==> config.mk <==
export PLATFORM = sky130hd
export DESIGN_NAME = rs_alu_station
export DESIGN_NICKNAME = d
export VERILOG_FILES = /design/src/rtl/rs_alu_station.sv
export SDC_FILE = /design/constraint.sdc
export NUM_CORES = 1
export LEC_CHECK = 0
export CORE_MARGIN = 2
export CORE_UTILIZATION = 35
export CTS_CLUSTER_SIZE = 14
export DETAILED_ROUTE_END_ITERATION = 8
export PLACE_DENSITY_LB_ADDON = 0.25
export SYNTH_ARGS = -nofsm -noshare
export SYNTH_HDL_FRONTEND = slang
export SYNTH_SLANG_ARGS = --single-unit
==> constraint.sdc <==
create_clock -name clk -period 10.6 [get_ports clk]
set_input_delay 3.18 -clock clk [delete_from_list [all_inputs] [get_ports clk]]
set_output_delay 3.18 -clock clk [all_outputs]
set_load 0.005 [all_outputs]
==> src/rtl/rs_alu_station.sv <==
// ALU reservation station: holds issued ALU ops, snoops the CDB for pending
// operands and dispatches the oldest ready entry to the ALU result FIFO.
module rs_alu_station #(
  parameter int XLEN        = 32,
  parameter int TAG_W       = 4,
  parameter int OP_W        = 4,
  parameter int NUM_ENTRIES = 4,
  parameter int CNT_W       = 3
) (
  input  logic             clk,
  input  logic             rst,
  input  logic             stall_i,
  input  logic             flush_i,
  input  logic             issue_valid_i,
  output logic             issue_ready_o,
  input  logic [OP_W-1:0]  issue_op_i,
  input  logic [TAG_W-1:0] issue_tag_i,
  input  logic [XLEN-1:0]  issue_v1_i,
  input  logic [TAG_W-1:0] issue_q1_i,
  input  logic             issue_p1_i,
  input  logic [XLEN-1:0]  issue_v2_i,
  input  logic [TAG_W-1:0] issue_q2_i,
  input  logic             issue_p2_i,
  input  logic             cdb_valid_i,
  input  logic [TAG_W-1:0] cdb_tag_i,
  input  logic [XLEN-1:0]  cdb_value_i,
  input  logic             alu_fifo_full_i,
  output logic             disp_en_o,
  output logic [OP_W-1:0]  disp_op_o,
  output logic [TAG_W-1:0] disp_tag_o,
  output logic [XLEN-1:0]  disp_v1_o,
  output logic [XLEN-1:0]  disp_v2_o,
  output logic [CNT_W-1:0] count_o
);
  localparam int N = NUM_ENTRIES;

  logic [N-1:0]       busy_q, busy_d, p1_q, p1_d, p2_q, p2_d;
  logic [OP_W-1:0]    op_q  [N];
  logic [OP_W-1:0]    op_d  [N];
  logic [TAG_W-1:0]   tag_q [N];
  logic [TAG_W-1:0]   tag_d [N];
  logic [TAG_W-1:0]   q1_q  [N];
  logic [TAG_W-1:0]   q1_d  [N];
  logic [TAG_W-1:0]   q2_q  [N];
  logic [TAG_W-1:0]   q2_d  [N];
  logic [XLEN-1:0]    v1_q  [N];
  logic [XLEN-1:0]    v1_d  [N];
  logic [XLEN-1:0]    v2_q  [N];
  logic [XLEN-1:0]    v2_d  [N];
  // age_q[i][j] = 1 means entry i is older than entry j
  logic [N-1:0]       age_q [N];
  logic [N-1:0]       age_d [N];
  logic [CNT_W-1:0]   count_q, count_d;

  logic [N-1:0] ready, sel, alloc;
  logic         full, issue_fire, disp_en;

  always_comb begin
    ready = busy_q & ~p1_q & ~p2_q;
    sel   = '0;
    alloc = '0;
    for (int i = 0; i < N; i++) begin
      sel[i] = ready[i];
      for (int j = 0; j < N; j++) begin
        if (j != i && ready[j] && age_q[j][i]) sel[i] = 1'b0;
      end
    end
    // Descending scan so the lowest free index is the one left standing
    for (int i = N - 1; i >= 0; i--) begin
      if (!busy_q[i]) begin
        alloc    = '0;
        alloc[i] = 1'b1;
      end
    end
  end

  assign full          = &busy_q;
  assign issue_ready_o = !full && !stall_i && !flush_i;
  assign issue_fire    = issue_valid_i && issue_ready_o;
  assign disp_en       = (|ready) && !alu_fifo_full_i && !stall_i && !flush_i;
  assign disp_en_o     = disp_en;
  assign count_o       = count_q;

  always_comb begin
    disp_op_o  = '0;
    disp_tag_o = '0;
    disp_v1_o  = '0;
    disp_v2_o  = '0;
    for (int i = 0; i < N; i++) begin
      if (disp_en && sel[i]) begin
        disp_op_o  = op_q[i];
        disp_tag_o = tag_q[i];
        disp_v1_o  = v1_q[i];
        disp_v2_o  = v2_q[i];
      end
    end
  end

  always_comb begin
    busy_d  = busy_q;
    p1_d    = p1_q;
    p2_d    = p2_q;
    count_d = count_q;
    for (int i = 0; i < N; i++) begin
      op_d[i]  = op_q[i];
      tag_d[i] = tag_q[i];
      q1_d[i]  = q1_q[i];
      q2_d[i]  = q2_q[i];
      v1_d[i]  = v1_q[i];
      v2_d[i]  = v2_q[i];
      age_d[i] = age_q[i];
    end

    for (int i = 0; i < N; i++) begin
      if (cdb_valid_i && busy_q[i] && p1_q[i] && q1_q[i] == cdb_tag_i) begin
        v1_d[i] = cdb_value_i;
        p1_d[i] = 1'b0;
      end
      if (cdb_valid_i && busy_q[i] && p2_q[i] && q2_q[i] == cdb_tag_i) begin
        v2_d[i] = cdb_value_i;
        p2_d[i] = 1'b0;
      end
      if (issue_fire && alloc[i]) begin
        busy_d[i] = 1'b1;
        op_d[i]   = issue_op_i;
        tag_d[i]  = issue_tag_i;
        q1_d[i]   = issue_q1_i;
        q2_d[i]   = issue_q2_i;
        // A broadcast in the issue cycle resolves the operand immediately
        if (issue_p1_i && !(cdb_valid_i && cdb_tag_i == issue_q1_i)) begin
          p1_d[i] = 1'b1;
          v1_d[i] = issue_v1_i;
        end else begin
          p1_d[i] = 1'b0;
          v1_d[i] = issue_p1_i ? cdb_value_i : issue_v1_i;
        end
        if (issue_p2_i && !(cdb_valid_i && cdb_tag_i == issue_q2_i)) begin
          p2_d[i] = 1'b1;
          v2_d[i] = issue_v2_i;
        end else begin
          p2_d[i] = 1'b0;
          v2_d[i] = issue_p2_i ? cdb_value_i : issue_v2_i;
        end
        age_d[i] = '0;
        for (int j = 0; j < N; j++) age_d[j][i] = busy_q[j];
      end
    end

    for (int i = 0; i < N; i++) begin
      if (disp_en && sel[i]) begin
        busy_d[i] = 1'b0;
        age_d[i]  = '0;
        for (int j = 0; j < N; j++) age_d[j][i] = 1'b0;
      end
    end

    count_d = count_q + CNT_W'(issue_fire) - CNT_W'(disp_en);

    if (flush_i) begin
      busy_d  = '0;
      p1_d    = '0;
      p2_d    = '0;
      count_d = '0;
      for (int i = 0; i < N; i++) age_d[i] = '0;
    end
  end

  always_ff @(posedge clk) begin
    if (rst) begin
      busy_q  <= '0;
      p1_q    <= '0;
      p2_q    <= '0;
      count_q <= '0;
      for (int i = 0; i < N; i++) age_q[i] <= '0;
    end else begin
      busy_q  <= busy_d;
      p1_q    <= p1_d;
      p2_q    <= p2_d;
      count_q <= count_d;
      for (int i = 0; i < N; i++) age_q[i] <= age_d[i];
    end
  end

  // Payload fields are qualified by busy/pending bits, so they need no reset
  always_ff @(posedge clk) begin
    for (int i = 0; i < N; i++) begin
      op_q[i]  <= op_d[i];
      tag_q[i] <= tag_d[i];
      q1_q[i]  <= q1_d[i];
      q2_q[i]  <= q2_d[i];
      v1_q[i]  <= v1_d[i];
      v2_q[i]  <= v2_d[i];
    end
  end

endmodule

Word level (Yosys, flattened, before mapping)

Memories as Yosys holds them, arrays and structs flattened.
Index checks and enable logic that the tools add are counted.

Register bits after elaboration: 15
Bits in latches: 0
Memory bits (writable): 336
Memory bits (read-only): 0
Input port bits: 125
Output and inout port bits: 77
Memories kept: 7

Memories:

| name        | words | bits a word | read ports | clocked after Yosys merged registers in | wr ports | line | RTL |
|---|---|---|---|---|---|---|---|
| v1_q        | 4     | 32          | 4          | 0                                       | 4        | 46   | `logic [XLEN-1:0] v1_q [N];` |
| v2_q        | 4     | 32          | 4          | 0                                       | 4        | 48   | `logic [XLEN-1:0] v2_q [N];` |
| age_q       | 4     | 4           | 4          | 0                                       | 4        | 51   | `logic [N-1:0] age_q [N];` |
| op_q        | 4     | 4           | 4          | 0                                       | 4        | 38   | `logic [OP_W-1:0] op_q [N];` |
| q1_q        | 4     | 4           | 4          | 0                                       | 4        | 42   | `logic [TAG_W-1:0] q1_q [N];` |
| q2_q        | 4     | 4           | 4          | 0                                       | 4        | 44   | `logic [TAG_W-1:0] q2_q [N];` |
| +1 memories | -     | -           | -          | -                                       | -        | -    |  |

Add/subtract/negate cells: 2
$mul: 0
Divide/modulo/power cells: 0
Order comparisons: 0
Equality and inequality tests: 10
Shift-type cells: 0
Muxes and demuxes: 126
Bitwise logic cells: 8
Reductions and logical operators: 71

Operator list:

| operator                                    | number |
|---|---|
| 32-bit 2-to-1 mux                           | 28 |
| 4-bit 2-to-1 mux                            | 40 |
| 1-bit 2-to-1 mux                            | 57 |
| 1-bit logical AND                           | 50 |
| 4-bit equality test                         | 10 |
| 16-bit 2-to-1 mux                           | 1 |
| 2-bit nonzero test                          | 8 |
| 3-bit OR reduction                          | 4 |
| 4-bit AND                                   | 2 |
| 4-bit inverter                              | 2 |
| 1-bit zero test                             | 6 |
| 1-bit OR                                    | 4 |
| 4-bit AND reduction                         | 1 |
| 4-bit OR reduction                          | 1 |
| 3-bit by 1-bit adder with 3-bit output      | 1 |
| 3-bit by 1-bit subtractor with 3-bit output | 1 |
| 2-bit OR reduction                          | 1 |

Logic depth before layout (Yosys ltp)

Gate-level depths: netlist of the first run.

Depth in word-level cells: 13
Depth in mapped cells: 11
Gate-level depth less buffers: 10

Least setup slack after synthesis of the first run

OpenSTA, ideal clock, no wires.

Path kind: in2out
From: in alu_fifo_full_i
To: out disp_op_o[0]
Arrival time: 4.705 ns
Setup slack: 2.715 ns
Cell stages on the path: 6
Buffers on the path: 1
Path through: or3_1 > a41oi_1 > nand2_1 > clkbuf_1 > a21o_1 > a31oi_1

Cells in the longest elaborated chain, start to end: 9
Elaborated cells on any way between the ends: 12
Classes of those cells: 4 x mux; 8 x reduce/logical

RTL lines:

| element                             | line | RTL |
|---|---|---|
| start: declaration                  | 27   | `input logic alu_fifo_full_i,` |
| 1-bit zero test (*)                 | 80   | `assign disp_en = (\|ready) && !alu_fifo_full_i && !stall_i && !flush_i;` |
| 1-bit logical AND (*) (3 in series) | 80   |  |
| named net disp_en_o                 | 28   | `output logic disp_en_o,` |
| 1-bit logical AND                   | 90   | `if (disp_en && sel[i]) begin` |
| 4-bit 2-to-1 mux (3 in series)      | 90   |  |
| 4-bit 2-to-1 mux (*)                | 90   |  |
| end: declaration                    | 29   | `output logic [OP_W-1:0] disp_op_o,` |

The timed path passes the listed nets; every way through them passes the cells marked *.

Worst setup path in the final report of the first run

From: in flush_i
To: out disp_v2_o[4]

Cells in the longest elaborated chain, start to end: 7
Elaborated cells on any way between the ends: 10
Classes of those cells: 4 x mux; 6 x reduce/logical

RTL lines:

| element                         | line | RTL |
|---|---|---|
| start: declaration              | 13   | `input logic flush_i,` |
| 1-bit zero test (*)             | 80   |  |
| 1-bit logical AND (*)           | 80   |  |
| 1-bit logical AND               | 90   |  |
| 32-bit 2-to-1 mux (3 in series) | 90   |  |
| 32-bit 2-to-1 mux (*)           | 90   |  |
| end: declaration                | 32   | `output logic [XLEN-1:0] disp_v2_o,` |

Every way passes the cells marked *; elsewhere a longest branch is shown, timed or not.

==> results of run 1 <==
==> logic make-up (layout without fill, tap and decap cells) <==
logic type                 count (synthesis)  after routing  share of synthesized area [%]
and+or+nand+nor                          380            380                           9.97
xor gates and xnor gates                  42             42                           2.15
DFF                                      347            347                           59.4
other                                      0              3                              0
buffers and inverters                    104            321                           3.60
muxes                                    257            257                           16.9
AOI/OAI and AO/OA                        187            187                           7.68
adders and majority gates                  3              3                          0.264
==> where the power goes <==
group          leakage [nW]  internal [W]  switching (W)
combinational          2.71     0.0000938      0.0000839
clock                 0.596      0.000757       0.000560
sequential             3.11       0.00151     0.00000316
total                  6.42       0.00236       0.000647
==> cells in the mapped netlist, types with 4 or more instances <==
library cell  instances
nand4_1               9
xnor2_1              26
a21o_1               72
xor2_1               16
buf_6                17
nor3_1               10
edfxtp_1            320
clkbuf_1             28
nand3_1              82
buf_4                16
buf_2                29
inv_1                13
dfxtp_1              27
nor2_2                4
mux2_2              234
o21ai_0              10
nand2_1             159
a21oi_1              12
nor2_1               90
o211ai_1              4
a31oi_1              75
mux2_1               22
==> cell type report <==
class | count | share of cell area (%)
Sequential cell | 347 | 48.5
Multi-Input combinational cell | 869 | 30.9
Timing Repair Buffer | 234 | 10.8
Clock buffer | 55 | 5.31
Tap cell | 615 | 3.68
Clock inverter | 18 | 0.544
Inverter | 14 | 0.251
Antenna cell | 3 | 0.0359
==> through the flow <==
step | instance area, µm² | total power, W | util (%)
floorplan | 17100 | 0.00162 | -
finish | 20900 | 0.00301 | 43.6
CTS | 20900 | 0.00304 | 43.6
detailed placement | 19700 | 0.00172 | 41.1
global route | 20900 | 0.00311 | 43.6
global placement | 19700 | 0.00171 | 41.1
==> flip-flops by register name, summed over array words and instances (netlist names), 12 cells and up <==
| name | cells |
|---|---|
| q2_q | 16 |
| tag_q | 16 |
| op_q | 16 |
| age_q | 12 |
| v2_q | 128 |
| v1_q | 128 |
| q1_q | 16 |
==> routing by layer <==
metal / wire length [µm] / up-vias / track usage [%]
met1: 21400 / 5790 / 25.6
li1: - / 5323 / -
met5: 19 / - / 0
met4: 904 / 4 / 4.76
met2: 24100 / 334 / 32.9
met3: 3100 / 64 / 4.54
==> path summary, 6_finish.rpt <==
kind	start	depth (start not counted)	endpoint	slack (ns)
setup / recovery	flush_i	8	disp_v2_o[4]	1.17
hold / removal	age_q[3][2]$_SDFFE_PP0P_	2	age_q[3][2]$_SDFFE_PP0P_	0.48
setup reg to reg	busy_q[2]$_SDFFE_PP0P_	5	age_q[3][1]$_SDFFE_PP0P_	7.38
hold reg to reg	age_q[3][2]$_SDFFE_PP0P_	2	age_q[3][2]$_SDFFE_PP0P_	0.48
==> worst max-delay path: cells and delay by family <==
kind / cells / cell delay [ns]
buffers and inverters: 3 / 1.35
AOI/OAI and AO/OA: 3 / 0.94
and+or+nand+nor: 2 / 0.77
==> impl_metrics.json, run 1 <==
{
  "drtPass1Iterations": 5,
  "cpMostUsedCell": "clkdlybuf4s50_1",
  "grt_max_degree": 48,
  "drt_iter0_markers": 737,
  "synth_cell_types": 52,
  "yosysTopAreaCellShare_pct": 56.2,
  "synth-async-reset-ratio_pct": 0,
  "pre_cts_ws_ns": 1.14,
  "path_class": "input port to output pin",
  "yosys_warnings": 0,
  "fmax_mhz": 106,
  "dp_hpwl_mm": 30.4,
  "rows": 80,
  "multi_input_area_um2": 6460,
  "cts_sinks": 347,
  "synth_top_flop_cell": "edfxtp_1",
  "cts_tree": "yes",
  "drive_above_1_share_pct": 22.6,
  "setup_viol_count_final": 0,
  "relSlewSlack_pct": 22.8,
  "syn_inst": 1320,
  "dieWidth_um": 225,
  "cts-root-buf": "clkbuf_16",
  "fin_ws_ns": 1.17,
  "cap_viol_max_count": 0,
  "min_period_ns": 9.43,
  "cts-buffers-inserted": 40,
  "dp_cells": 2079,
  "grtUsageTotal_pct": 19.6,
  "critPathCaptureType": "output pin",
  "antenna_found_initial": 4,
  "hold_path.class": "flop to flop",
  "num_vias": 11515,
  "syn_to_final_growth_pct": 22.4,
  "worst_slew_pin_slew_ns": 1.15,
  "ant_nets": 0,
  "crit_chain": "clkdlybuf4s50_1 > or3_1 > a41oi_1 > nand2_4 > buf_4 > a21o_1 > a31oi_1 > clkdlybuf4s50_1",
  "peakVddDrop_mv": 0.0862,
  "post-route-period-util_pct": 89.0,
  "crit_required_ns": 7.42,
  "cp.arrival_ns": 6.25,
  "instances_no_fill": 2155,
  "hold_slack_ns": 0.482,
  "synth_edf_count": 320,
  "die_h_um": 225,
  "leakagePower_nw": 6.42,
  "p_per_area_nw_per_um2": 144,
  "regArea_um2": 10100,
  "ctsResizeCount": 0,
  "syn_avg_cell_area_um2": 12.9,
  "synthesis.area_um2": 17100,
  "grt_pass1_wl_mm": 74.0,
  "synth_nets": 1448,
  "n_fill_cell": 4434,
  "clk_transition_reported_paths_ns": 0.06,
  "routed_wl_mm": 49.5,
  "route.detailed.drc": 0,
  "slowest_delay_ns": 0.57,
  "final_hold_viol_count": 0,
  "synth_area_leader_cell": "edfxtp_1",
  "critical-path-slowest-cell": "clkdlybuf4s50_1",
  "post-cts-setup-buffers": 0,
  "hold_buffers": 0,
  "port-buffer-count": 201,
  "grt_overflow": 0,
  "initial_core_util_pct": 35.6,
  "clk_latency_ns": 0.57,
  "ys_seq_area_share_pct": 59.4,
  "critPathMaxFanout": 19,
  "core_um2": 47900,
  "critPathLaunchType": "input port",
  "rsz0062_at_grt": "no",
  "vias_per_cell": 5.34,
  "status": "complete, no violations",
  "wire_per_inst_um": 23.0,
  "layout_common_cells": "320 x edfxtp_1, 234 x mux2_2, 201 x clkdlybuf4s50_1",
  "skew_ns": 0.0202,
  "ys_ff_latch": 347,
  "die-area_um2": 50600,
  "synth_area_leaders": "edfxtp_1 56%, mux2_2 15%, nand2_1 3.5%",
  "io_pins": 202,
  "mostFrequentLayoutCell": "edfxtp_1",
  "setup_tns_ns": 0,
  "place.gp.congestion": 0.792,
  "first_global_vias": 11944,
  "clk_path_buf_depth": 3,
  "htreeDepth": 2,
  "maxSlewViolCount": 0,
  "fin_nets": 1634
}
No activity file was read; power rests on OpenSTA's default activity.
==> run 2, diff against run 1 <==
Settings changed: CAP_MARGIN set to 20.
==> run 2 against run 1 <==
Net effect:
- highest routed layer unchanged
- first-iteration DRC count is 14% higher
- global-route usage is 0.091 points lower
- critical endpoint unchanged
- maximum frequency is 0.50% lower
- sequential share of layout area hardly changed
- final cell count stayed put
- flip-flop and latch count stayed put
- register-to-register slack better by 0.06 ns
- routed wire length is 0.56% lower
==> impl_metrics.json, run 2 (same netlist as run 1, synthesis figures left out) <==
{
  "initial_core_util_pct": 35.6,
  "post-route-period-util_pct": 89.4,
  "mostFrequentLayoutCell": "edfxtp_1",
  "critPathCaptureType": "output pin",
  "ctsResizeCount": 0,
  "pwr-share-clk_pct": 43.9,
  "cp.arrival_ns": 6.30,
  "grt_overflow": 0,
  "syn_to_final_growth_pct": 22.5,
  "dp_hpwl_mm": 30.6,
  "critPathLaunchType": "input port",
  "cts_tree": "yes",
  "drtPass1Iterations": 5,
  "port-buffer-count": 201,
  "wire_per_inst_um": 22.8,
  "power_w": 0.00301,
  "antenna_found_initial": 3,
  "num_vias": 11605,
  "layout_common_cells": "320 x edfxtp_1, 234 x mux2_2, 201 x clkdlybuf4s50_1",
  "status": "complete, no violations",
  "post-cts-setup-buffers": 0,
  "ant_nets": 0,
  "vias_per_cell": 5.39,
  "drt_iter0_markers": 837,
  "critPathMaxFanout": 19,
  "drive_above_1_share_pct": 22.7,
  "reg_top3": "v1_q (128), v2_q (128)",
  "rows": 80,
  "htreeDepth": 2,
  "slowest_delay_ns": 0.58,
  "clk_path_buf_depth": 3,
  "p_seq_share_pct": 50.2,
  "grt_pass1_wl_mm": 73.8,
  "routed_wl_mm": 49.2,
  "place.gp.congestion": 0.792,
  "route.detailed.drc": 0,
  "critical-path-slowest-cell": "clkdlybuf4s50_1",
  "path_class": "input port to output pin",
  "final_hold_viol_count": 0,
  "core_um2": 47900,
  "first_global_vias": 11927,
  "hold_buffers": 0,
  "min_period_ns": 9.48,
  "hold_path.class": "flop to flop",
  "cts-root-buf": "clkbuf_16",
  "grt_max_degree": 48,
  "clk_latency_ns": 0.56,
  "cpMostUsedCell": "clkdlybuf4s50_1",
  "dieWidth_um": 225,
  "p_per_area_nw_per_um2": 144,
  "die_h_um": 225,
  "setup_viol_count_final": 0,
  "io_pins": 202,
  "skew_ns": 0.0185,
  "n_fill_cell": 4380,
  "maxSlewViolCount": 0,
  "crit_chain": "clkdlybuf4s50_1 > or3_1 > a41oi_1 > nand2_4 > buf_4 > a21o_1 > a31oi_1 > clkdlybuf4s50_1",
  "power.share.switching_pct": 21.6,
  "internal-power_w": 0.00236,
  "relSlewSlack_pct": 30.1,
  "leakagePower_nw": 6.43,
  "cts-buffers-inserted": 41,
  "grtUsageTotal_pct": 19.5,
  "peakVddDrop_mv": 0.0910,
  "fmax_mhz": 106,
  "worst_slew_pin_slew_ns": 1.04,
  "die-area_um2": 50600,
  "cap_viol_max_count": 0,
  "rsz0062_at_grt": "no",
  "share_comb_of_total_power_pct": 5.9,
  "setup_tns_ns": 0,
  "cts_sinks": 347,
  "switching_power_w": 0.000650,
  "fin_nets": 1636,
  "crit_required_ns": 7.42,
  "clk_transition_reported_paths_ns": 0.06
}
==> run 2: worst paths after layout <==
path	slack, ns	startpoint	cells after the start	end
worst max-delay path	1.12	flush_i	8	disp_v2_o[4]
worst min-delay path	0.49	age_q[3][2]$_SDFFE_PP0P_	2	age_q[3][2]$_SDFFE_PP0P_
worst max register to register	7.44	busy_q[2]$_SDFFE_PP0P_	5	age_q[3][1]$_SDFFE_PP0P_
worst min register to register	0.49	age_q[3][2]$_SDFFE_PP0P_	2	age_q[3][2]$_SDFFE_PP0P_
==> run 2: cell type report <==
class                           count  area [µm²]  area share (%)
Inverter                           14        52.6           0.251
Timing Repair Buffer              235        2280            10.9
Clock inverter                     22         160           0.765
Tap cell                          615         769            3.68
Clock buffer                       50        1060            5.06
Multi-Input combinational cell    869        6460            30.8
Antenna cell                        3        7.51          0.0359
Sequential cell                   347       10100            48.5
==> run 2: power groups by stage <==
stage / Combinational [W] / Sequential (W) / Clock, W
finish: 0.000177 / 0.00151 / 0.00132
global route: 0.000191 / 0.00151 / 0.00141
CTS: 0.000178 / 0.00151 / 0.00136
detailed placement: 0.000177 / 0.00154 / 0
global placement: 0.000174 / 0.00154 / 0
floorplan: 0.0000813 / 0.00154 / 0
==> run 2: metal layers <==
layer	vias to the layer above	GRT usage [%]	routed length [µm]
met2	361	32.6	23900
met3	68	3.86	2780
li1	5333	-	-
met5	-	0	23
met4	4	4.96	979
met1	5839	25.9	21500
==> run 2: worst max-delay path, delay by kind of cell <==
family | cells | cell delay (ns)
AO/OA/AOI/OAI | 3 | 0.96
buffers and inverters | 3 | 1.36
AND/OR/NAND/NOR | 2 | 0.78
==> run 2: through the flow <==
stage               std cells  instance area (µm²)  hold WS, ns  util (%)  worst slack, ns
CTS                      2152                20900        0.485      43.6             1.13
finish                   2155                20900        0.487      43.7             1.12
global route             2153                20900        0.516      43.7            0.914
detailed placement       2080                19700        0.477      41.1             1.11
floorplan                1320                17100        0.450         -             2.72
global placement         2079                19700        0.467      41.1             1.19
==> run 3, diff against run 2 <==
Settings changed: PLACE_DENSITY set to 0.62, PLACE_DENSITY_LB_ADDON 0.25 to unset.
==> run 3 against run 2 <==
Net effect:
- via count decreased by 0.59%
- maximum frequency is 3.1% lower
- flip-flop and latch count unchanged
- routed wire length decreased by 0.25%
- largest cell class unchanged
==> impl_metrics.json, run 3 (same netlist as run 1, synthesis figures left out) <==
{
  "status": "complete, no violations",
  "die_h_um": 225,
  "setup_viol_count_final": 0,
  "stdcell_area_um2": 20900,
  "worst-r2r-setup-slack_ns": 7.54,
  "clk_transition_reported_paths_ns": 0.06,
  "num_vias": 11537,
  "reg2reg_depth": 10,
  "antenna_cells": 0,
  "ctsResizeCount": 0,
  "cts-root-buf": "clkbuf_16",
  "internal-power_w": 0.00233,
  "relSlewSlack_pct": 31.5,
  "peakVddDrop_mv": 0.101,
  "fin_nets": 1633,
  "min-delay-start": "age_q[3][1]$_SDFFE_PP0P_",
  "pre_cts_ws_ns": 0.812,
  "clk_path_buf_depth": 3,
  "grtUsageTotal_pct": 19.5,
  "maxSlewViolCount": 0,
  "r2r_start": "busy_q[3]$_SDFFE_PP0P_",
  "core_um2": 47900,
  "post-route-period-util_pct": 92.3,
  "power.share.switching_pct": 21.2,
  "dp_hpwl_mm": 30.3,
  "grt_max_degree": 55,
  "setup_tns_ns": 0,
  "critPathLaunchType": "input port",
  "die-area_um2": 50600,
  "p_seq_share_pct": 51.2,
  "final_hold_viol_count": 0,
  "io_pins": 202,
  "path_class": "input port to output pin",
  "first_global_vias": 11847,
  "rows": 80,
  "routed_wl_mm": 49.1,
  "grt_overflow": 0,
  "initial_core_util_pct": 35.6,
  "reg_top3": "v1_q (128), v2_q (128)",
  "layout_common_cells": "320 x edfxtp_1, 234 x mux2_2, 201 x clkdlybuf4s50_1",
  "crit_required_ns": 7.42,
  "min_period_ns": 9.78,
  "rsz0062_at_grt": "no",
  "drt_iter0_markers": 789,
  "place_area_um2": 19700,
  "mostFrequentLayoutCell": "edfxtp_1",
  "rr_endpoint": "count_o[2]$_SDFF_PP0_",
  "grt_pass1_wl_mm": 73.4,
  "wire_per_inst_um": 22.9,
  "post-cts-setup-buffers": 0,
  "hold_buffers": 0,
  "cp.arrival_ns": 6.60,
  "min_path_cells": 2,
  "share_comb_of_total_power_pct": 5.9,
  "cts_tree": "yes",
  "hold_slack_ns": 0.488,
  "syn_to_final_growth_pct": 22.2,
  "antenna_found_initial": 2,
  "fmax_mhz": 102,
  "p_per_area_nw_per_um2": 141,
  "drive_above_1_share_pct": 22.5,
  "worst_slew_pin_slew_ns": 1.03,
  "cts-buffers-inserted": 40,
  "drtPass1Iterations": 6,
  "switching_power_w": 0.000626,
  "leakagePower_nw": 6.40,
  "ant_nets": 0,
  "cap_viol_max_count": 0,
  "critPathLaunch": "flush_i",
  "dieWidth_um": 225,
  "route.detailed.drc": 0,
  "fin_util_pct": 43.6,
  "place.gp.congestion": 0.819,
  "critPathCaptureType": "output pin",
  "vias_per_cell": 5.37,
  "hold_path.class": "flop to flop",
  "fin_ws_ns": 0.817,
  "skew_ns": 0.0157,
  "htreeDepth": 2,
  "hold_end": "age_q[3][1]$_SDFFE_PP0P_",
  "clk_latency_ns": 0.56,
  "pwr-share-clk_pct": 42.9,
  "cts_sinks": 347,
  "critPathMaxFanout": 54,
  "n_fill_cell": 4375,
  "port-buffer-count": 201
}
==> run 3: critical path, stage by stage <==
cell and delay [ns]:
clkdlybuf4s50_1 0.46, or3_1 0.47, a41oi_1 0.49, nand2_4 0.60, buf_4 0.44, a21o_1 0.18
a31oi_1 0.22, clkdlybuf4s50_1 0.54
==> run 3: power groups by stage <==
stage | sequential, W | clock, W | combinational [W]
floorplan | 0.00154 | 0 | 0.0000813
CTS | 0.00151 | 0.00130 | 0.000176
finish | 0.00151 | 0.00127 | 0.000175
detailed placement | 0.00154 | 0 | 0.000175
global route | 0.00151 | 0.00135 | 0.000189
global placement | 0.00154 | 0 | 0.000171
==> run 3: worst max-delay path by stage <==
stage / cells past startpoint / end / slack [ns]
5_1_grt: 8 / disp_v1_o[31] / 0.65
4_1_cts: 8 / disp_v1_o[31] / 0.80
3_3_place_gp: 8 / disp_tag_o[3] / 0.94
6_report: 8 / disp_v1_o[5] / 0.82
2_1_floorplan: 6 / disp_op_o[0] / 2.72
3_5_place_dp: 8 / disp_tag_o[3] / 0.81
==> run 3: per-stage QoR <==
| stage | power [W] | std cells |
|---|---|---|
| 2_1_floorplan | 0.00162 | 1320 |
| 3_3_place_gp | 0.00171 | 2076 |
| 3_5_place_dp | 0.00172 | 2077 |
| 4_1_cts | 0.00298 | 2146 |
| 5_1_grt | 0.00305 | 2147 |
| 6_report | 0.00295 | 2147 |
==> run 3: routing by layer <==
metal	GRT usage (%)	routed length, µm
met1	25.9	21900
met4	4.49	850
met2	32.4	23700
met5	0	26
met3	4.28	2710
==> run 3: final cells by class <==
cell class                      instances  area, µm²  area share (%)
Timing Repair Buffer                  233       2280            10.9
Multi-Input combinational cell        869       6460            30.9
Clock buffer                           53       1100            5.26
Clock inverter                         16       77.6           0.372
Sequential cell                       347      10100            48.6
Tap cell                              615        769            3.69
Inverter                               14       52.6           0.252
